### config.mk
export PLATFORM = sky130hd
export DESIGN_NAME = hazard_stall_ctrl
export DESIGN_NICKNAME = d
export VERILOG_FILES = /design/src/rtl/sad_pipe_pkg.sv /design/src/rtl/mul_wait_counter.sv /design/src/rtl/hazard_stall_ctrl.sv
export SDC_FILE = /design/constraint.sdc
export NUM_CORES = 1
export LEC_CHECK = 0
export ABC_CLOCK_PERIOD_IN_PS = 1600
export CORE_MARGIN = 2
export CORE_UTILIZATION = 35
export CTS_CLUSTER_SIZE = 8
export DETAILED_ROUTE_END_ITERATION = 8
export PLACE_DENSITY = 0.78
export REMOVE_ABC_BUFFERS = 1
export SETUP_SLACK_MARGIN = 0.2
export SYNTH_ARGS = -nofsm -noshare
export SYNTH_HDL_FRONTEND = slang
export SYNTH_SLANG_ARGS = --single-unit
export TNS_END_PERCENT = 100
### constraint.sdc
create_clock -name Clk -period 1.6 [get_ports Clk]
set_clock_uncertainty 0.05 [all_clocks]
set_input_delay 0.16 -clock Clk [delete_from_list [all_inputs] [get_ports Clk]]
set_output_delay 0.16 -clock Clk [all_outputs]
set_load 0.05 [all_outputs]
### src/rtl/sad_pipe_pkg.sv
// Shared definitions for the 5-stage SAD pipeline: sequencing states and opcodes.
package sad_pipe_pkg;

    localparam int REG_AW_DEF = 5;

    typedef enum logic {
        ST_RUN      = 1'b0,
        ST_MUL_WAIT = 1'b1
    } state_t;

    localparam logic [5:0] OP_RTYPE = 6'b000000;
    localparam logic [5:0] OP_MUL   = 6'b011100;
    localparam logic [5:0] OP_ADDI  = 6'b001000;
    localparam logic [5:0] OP_LW    = 6'b100011;
    localparam logic [5:0] OP_SW    = 6'b101011;
    localparam logic [5:0] OP_BEQ   = 6'b000100;

endpackage

### src/rtl/mul_wait_counter.sv
// Loadable down-counter tracking the remaining EX cycles of a multiply.
module mul_wait_counter #(
    parameter int W = 4
) (
    input  logic         clk,
    input  logic         rst_n,
    input  logic         load,
    input  logic [W-1:0] load_val,
    input  logic         en,
    output logic         done
);

    logic [W-1:0] cnt;

    always_ff @(posedge clk or negedge rst_n) begin
        if (!rst_n)
            cnt <= '0;
        else if (load)
            cnt <= load_val;
        else if (en)
            cnt <= cnt - 1'b1;
    end

    // Last stall cycle: the multiply leaves EX at the next edge.
    assign done = (cnt == W'(1));

endmodule

### src/rtl/hazard_stall_ctrl.sv
// Pipeline sequencing: load-use stalls, multi-cycle multiply hold, branch flush.
// Optional stall statistics counter enabled by defining HAZARD_STATS_EN.
module hazard_stall_ctrl
    import sad_pipe_pkg::*;
#(
    parameter int MUL_LAT = 4,
    parameter int REG_AW  = REG_AW_DEF
) (
    input  logic              Clk,
    input  logic              Rst_n,
    input  logic [5:0]        ID_Opcode,
    input  logic [REG_AW-1:0] ID_Rs,
    input  logic [REG_AW-1:0] ID_Rt,
    input  logic              ID_UsesRt,
    input  logic [REG_AW-1:0] EX_Rt,
    input  logic              EX_MemRead,
    input  logic              EX_BranchTaken,
    output logic              PCWrite,
    output logic              IFIDWrite,
    output logic              IDEX_Bubble,
    output logic              IDEX_Hold,
    output logic              IFID_Flush,
    output logic              IDEX_Flush,
    output logic              MulBusy
`ifdef HAZARD_STATS_EN
    ,
    output logic [15:0]       StallCnt
`endif
);

    localparam logic       MUL_MULTI = (MUL_LAT > 1);
    localparam logic [3:0] MUL_LOAD  = 4'(MUL_LAT - 1);

    state_t state, state_nxt;
    logic   lu;
    logic   cnt_load, cnt_en, cnt_done;

    assign lu = EX_MemRead && (EX_Rt != '0) &&
                ((EX_Rt == ID_Rs) || (ID_UsesRt && (EX_Rt == ID_Rt)));

    always_ff @(posedge Clk or negedge Rst_n) begin
        if (!Rst_n)
            state <= ST_RUN;
        else
            state <= state_nxt;
    end

    mul_wait_counter #(.W(4)) u_mul_cnt (
        .clk      (Clk),
        .rst_n    (Rst_n),
        .load     (cnt_load),
        .load_val (MUL_LOAD),
        .en       (cnt_en),
        .done     (cnt_done)
    );

    always_comb begin
        state_nxt   = state;
        cnt_load    = 1'b0;
        cnt_en      = 1'b0;
        PCWrite     = 1'b1;
        IFIDWrite   = 1'b1;
        IDEX_Bubble = 1'b0;
        IDEX_Hold   = 1'b0;
        IFID_Flush  = 1'b0;
        IDEX_Flush  = 1'b0;
        MulBusy     = 1'b0;
        case (state)
            ST_RUN: begin
                if (EX_BranchTaken) begin
                    IFID_Flush = 1'b1;
                    IDEX_Flush = 1'b1;
                end else if (lu) begin
                    PCWrite     = 1'b0;
                    IFIDWrite   = 1'b0;
                    IDEX_Bubble = 1'b1;
                end else if ((ID_Opcode == OP_MUL) && MUL_MULTI) begin
                    state_nxt = ST_MUL_WAIT;
                    cnt_load  = 1'b1;
                end
            end
            ST_MUL_WAIT: begin
                // EX is owned by the multiply, so a branch cannot resolve here.
                MulBusy   = 1'b1;
                PCWrite   = 1'b0;
                IFIDWrite = 1'b0;
                IDEX_Hold = 1'b1;
                cnt_en    = 1'b1;
                if (cnt_done)
                    state_nxt = ST_RUN;
            end
            default: state_nxt = ST_RUN;
        endcase
    end

`ifdef HAZARD_STATS_EN
    logic [15:0] stall_cnt;

    always_ff @(posedge Clk or negedge Rst_n) begin
        if (!Rst_n)
            stall_cnt <= '0;
        else if (!PCWrite && (stall_cnt != 16'hFFFF))
            stall_cnt <= stall_cnt + 16'd1;
    end

    assign StallCnt = stall_cnt;
`endif

endmodule

Word level (Yosys, flattened, before mapping)

Cells that the tools add are included.

Multiplexer cells: 17
Add/sub/neg operators: 1
Bitwise operators: 1
Equality and inequality tests: 4
Reduce and logical (&&, ||, !) cells: 6

Operator list:

| kind                | count |
|---|---|
| $mux 1              | 13 |
| $eq 5x5->1          | 2 |
| $mux 4              | 2 |
| $eq 6x5->1 const B  | 1 |
| $reduce_bool 5->1   | 1 |
| $eq 4x1->1 const B  | 1 |
| $pmux 1 s2          | 2 |
| $sub 4x1->4 const B | 1 |
| $logic_and 1x1->1   | 3 |
| $reduce_bool 2->1   | 1 |
| $logic_or 1x1->1    | 1 |
| $not 1->1           | 1 |

Input bits: 26
Bits in registers: 5

Logic depth before layout (Yosys ltp)

Depth after elaboration: 8
Mapped depth: 6
Mapped depth without buffers: 6

Cells and area by module

Synthesis repeated with hierarchy kept, for this count alone.

Cell total of the unflattened synthesis: 57
Area, all modules: 494.2 um^2

Modules (own cells, without submodules):

| module            | cells each | instances | area an instance (um^2) | sequential area each (um^2) |
|---|---|---|---|---|
| hazard_stall_ctrl | 35         | 1         | 251.5                   | 25.0 |
| mul_wait_counter  | 22         | 1         | 242.7                   | 100.1 |

Worst setup path after synthesis

OpenSTA, ideal clock, no wires.

Path type: input port to output port
From: input port EX_Rt[1]
To: output port PCWrite
Data required time: 1.390 ns
Stages: 5
Path buffers: 1
Slack: -0.729 ns
Arrival time: 2.119 ns
Path through: or4_4 o21ai_4 nor2_1 a21oi_1 buf_4

Cells in the longest elaborated chain, start to end: 7
Elaborated cells between the ends (all ways): 10

Ends and longest elaborated chain:

| what                     | RTL line                | RTL |
|---|---|---|
| start: declaration       | hazard_stall_ctrl.sv:15 | `input logic [REG_AW-1:0] EX_Rt,` |
| $eq 5x5->1               | hazard_stall_ctrl.sv:39 | `((EX_Rt == ID_Rs) \|\| (ID_UsesRt && (EX_Rt == ID_Rt)));` |
| $logic_and 1x1->1        | hazard_stall_ctrl.sv:39 |  |
| $logic_or 1x1->1         | hazard_stall_ctrl.sv:39 |  |
| $logic_and 1x1->1 (*)    | hazard_stall_ctrl.sv:38 | `assign lu = EX_MemRead && (EX_Rt != '0) &&` |
| $mux 1 (*) (2 in series) | n/a                     |  |
| $pmux 1 s2 (*)           | n/a                     |  |
| end: declaration         | hazard_stall_ctrl.sv:18 | `output logic PCWrite,` |

Mark *: on every way between the ends. The rest lies on a longest branch, timed or not.

Worst setup path after layout

From: input port EX_Rt[3]
To: output port PCWrite

Cells in the longest elaborated chain, start to end: 7
Elaborated cells between the ends (all ways): 10

Ends and longest elaborated chain:

| what                  | RTL line                | RTL |
|---|---|---|
| $eq 5x5->1            | hazard_stall_ctrl.sv:39 |  |
| $logic_and 1x1->1     | hazard_stall_ctrl.sv:39 |  |
| $logic_or 1x1->1      | hazard_stall_ctrl.sv:39 |  |
| $logic_and 1x1->1 (*) | hazard_stall_ctrl.sv:38 |  |
| $mux 1 (*)            | hazard_stall_ctrl.sv:73 | `end else if (lu) begin` |
| $mux 1 (*)            | hazard_stall_ctrl.sv:70 | `if (EX_BranchTaken) begin` |
| $pmux 1 s2 (*)        | hazard_stall_ctrl.sv:68 | `case (state)` |

Marks and branches as above.

==> metrics.csv <==
stage;metric;value;unit
routing;Vias per Instance;5.179;
run_status;status;finished, violations left;
die;Die Area;0.001808;mm^2
placed_design;pre-CTS setup slack;-0.3919;ns
timing;Final Hold Fails;0;
finish;fin nets;137;
routing;DRT Pass-1 Iters;4;
routing;Remaining DRCs;0;
global_route;met2 usage;30.15;%
worst_setup_path;CP required;1.39;ns
die;chip width;42.52;um
finish;final core occ;82.02;%
clocking;clk sinks;5;
global_route;first-pass GRT wire length;2511;um
timing;max_slew headroom;82.52;%
logic_synthesis;most numerous cell in the Yosys netlist;xnor2_1;
power_and_ir_drop;Leak;0.5211;nW
routing;final WL;1784;um
worst_setup_path;Worst R2R Start;state;
placed_design;GPL Wtd Cong;0.8107;
timing;Final Max Tran Viols;0;
die;Initial Util;38.46;%
run;maxcap violations;0;
logic_synthesis;Syn Std Cell Area;519.2;um^2
run_status;failing checks;setup timing;
die;Top Ports;33;
logic_synthesis;cells after synthesis;61;
logic_synthesis;Yosys cell types;28;
logic_synthesis;Synth top cells by count;10 x xnor2_1, 5 x dfrtp_1, 5 x nor2_1;
timing;Worst-Margin Slew;0.2602;ns
worst_setup_path;FF-to-FF setup slack;0.28;ns
worst_setup_path;Startpoint Class;input port;
worst_setup_path;crit end category;output port;
global_route;vias in the first global route;598;
placed_design;dpl hpwl;1232;um
logic_synthesis;sequential share of the synthesized area;24.10;%
timing;setup ws final;-0.02465;ns
logic_synthesis;Post-synth EDFFs;0;
clocking;Max clock buf depth;2;
timing;fmax;0.6155;GHz
global_route;met1 Resource Use GR;21.91;%
clocking;CTS tree;yes;
logic_synthesis;Yosys reg bits;5;
finish;layout cell share with drive strength beyond 1;41.67;%
power_and_ir_drop;Cell Pwr Density;1266;mW/mm^2
clocking;latest clock arrival within the worst-skew pair;0.25;ns
global_route;GRT Overall Usage;18.59;%
timing;min Tclk post-route;1.625;ns
global_route;GR Util met3;5.603;%
routing;DR WL/cell;14.50;um
logic_synthesis;commonest register cell after synthesis;dfrtp_1;
min_path;classification of the worst-slack hold path;input port to asynchronous set/reset pin;
die;Die Span Y;42.52;um
logic_synthesis;top cells by area, synth;dfrtp_1 24%, xnor2_1 17%, ha_1 4.8%;
timing;Tcrit/Tclk final;101.5;%
worst_setup_path;critical path class;input port to output port;
global_route;pin count of the biggest net entering global routing;14;
routing;Vias;637;
timing;Final setup viols;2;
worst_setup_path;reg2reg end;u_mul_cnt.cnt[0];
logic_synthesis;ys async rst share;100.0;%
clocking;CTS Root Cell;clkbuf_4;
finish;diode count;0;
logic_synthesis;post-synth top area cell;dfrtp_1;
power_and_ir_drop;maximum VDD drop;0.0008242;V
logic_synthesis;Synth Area per Inst;8.512;um^2
die;Rows;13;
worst_setup_path;worst-path maximum fanout;2;
timing;setup TNS;-0.04866;ns
routing;post-route ant nets;0;
worst_setup_path;reg2reg path depth;4;
clocking;clock-pin slew on the worst setup and hold paths;0.05;ns
clocking;H-tree depth;1;
finish;area delta synth->final;113.3;%
die;core area;0.001350;mm^2
logic_synthesis;total number of yosys warnings;0;
global_route;initial antenna violation count;0;
logic_synthesis;share of the synthesized area in the top cell type;24.10;%
placed_design;PortBufs;32;
worst_setup_path;WP data arrival;1.41;ns
timing;RSZ-0062 raised after global routing;yes;
global_route;gr busiest metal;met2;
worst_setup_path;critical path launch point;EX_Rt[3];
global_route;grt ovf;0;
worst_setup_path;CP endpoint;PCWrite;
routing;initial drt markers;11;
clocking;cts bufs inserted;3;
clocking;Post-CTS Hold Buffers;0;
-- placed cells by master (no fill, tap or decap), types with 2 or more instances in the layout --
cell,Yosys,routed
xor2_1,2,2
a21o_1,2,2
buf_2,0,2
dfrtp_1,5,4
dlygate4sd2_1,0,10
o21ai_0,2,2
a21oi_1,3,2
buf_6,0,5
nand2_1,4,4
xnor2_1,10,7
dlymetal6s2s_1,0,2
ha_1,2,2
buf_4,3,11
nor2_1,5,4
inv_1,2,2
clkdlybuf4s50_1,0,9
xnor2_2,0,3
nor3_1,3,3
buf_12,0,7
clkbuf_4,0,3
nand2b_1,2,2
-- final cells by class --
cell class,count,area (um^2)
repair buffers,47,496.7
inverters,2,7.507
flip-flops and latches,5,128.9
well taps,15,18.77
multi-input cells,50,429.2
fillers,95,242.7
clock buffers,4,26.28
-- layer usage --
metal | up-vias | routed length (um)
met5 | - | 0
met2 | 28 | 914
met1 | 300 | 716
li1 | 304 | -
met3 | 5 | 126
met4 | 0 | 27
-- repair_timing --
item,CTS,global route
resized for setup,29,18
pin swaps,16,12
setup buffers,1,3
endpoints found under the setup margin,10,9
-- power breakdown --
group,internal (mW),switching [mW],leakage (nW)
clock network,0.0950,0.0624,0.0150
logic,0.488,0.464,0.447
registers,0.194,0.0987,0.0589
total,0.777,0.625,0.521
-- critical path, stage by stage --
cell and delay [ns]:
buf_6 0.09, or4_4 0.53, o21ai_4 0.17, nor2_4 0.06
a21oi_2 0.13, buf_4 0.15, buf_12 0.13
-- through the flow --
stage	hold slack (ns)	area [um^2]	instances	total power [mW]
2_1_floorplan	-0.1856	493.0	57	0.7261
3_3_place_gp	0.3485	984.7	115	1.144
3_5_place_dp	0.3517	984.7	115	1.162
4_1_cts	0.08912	1008	120	1.314
5_1_grt	0.09346	1107	123	1.486
6_report	0.08567	1107	123	1.402
-- registers in the layout (all words and copies together), names as in the netlist --
name / cells
u_mul_cnt.cnt: 4
state: 1
-- worst min path at each step --
stage / start / end / slack, ns / depth (start not counted)
2_1_floorplan: Rst_n / state / -0.19 / 0
3_3_place_gp: Rst_n / u_mul_cnt.cnt[2] / 0.35 / 1
3_5_place_dp: Rst_n / u_mul_cnt.cnt[1] / 0.35 / 1
4_1_cts: Rst_n / u_mul_cnt.cnt[2] / 0.09 / 1
5_1_grt: Rst_n / u_mul_cnt.cnt[2] / 0.09 / 1
6_report: Rst_n / u_mul_cnt.cnt[2] / 0.09 / 1
-- cells by family after synthesis --
logic type	Yosys count	synth area share [%]
adders and majority gates	2	4.819
AOI/OAI and AO/OA	12	17.59
xor gates and xnor gates	12	20.24
buffers and inverters	6	6.506
DFF	5	24.10
and+or+nand+nor	24	26.75
(Power assumes the default switching activity.)
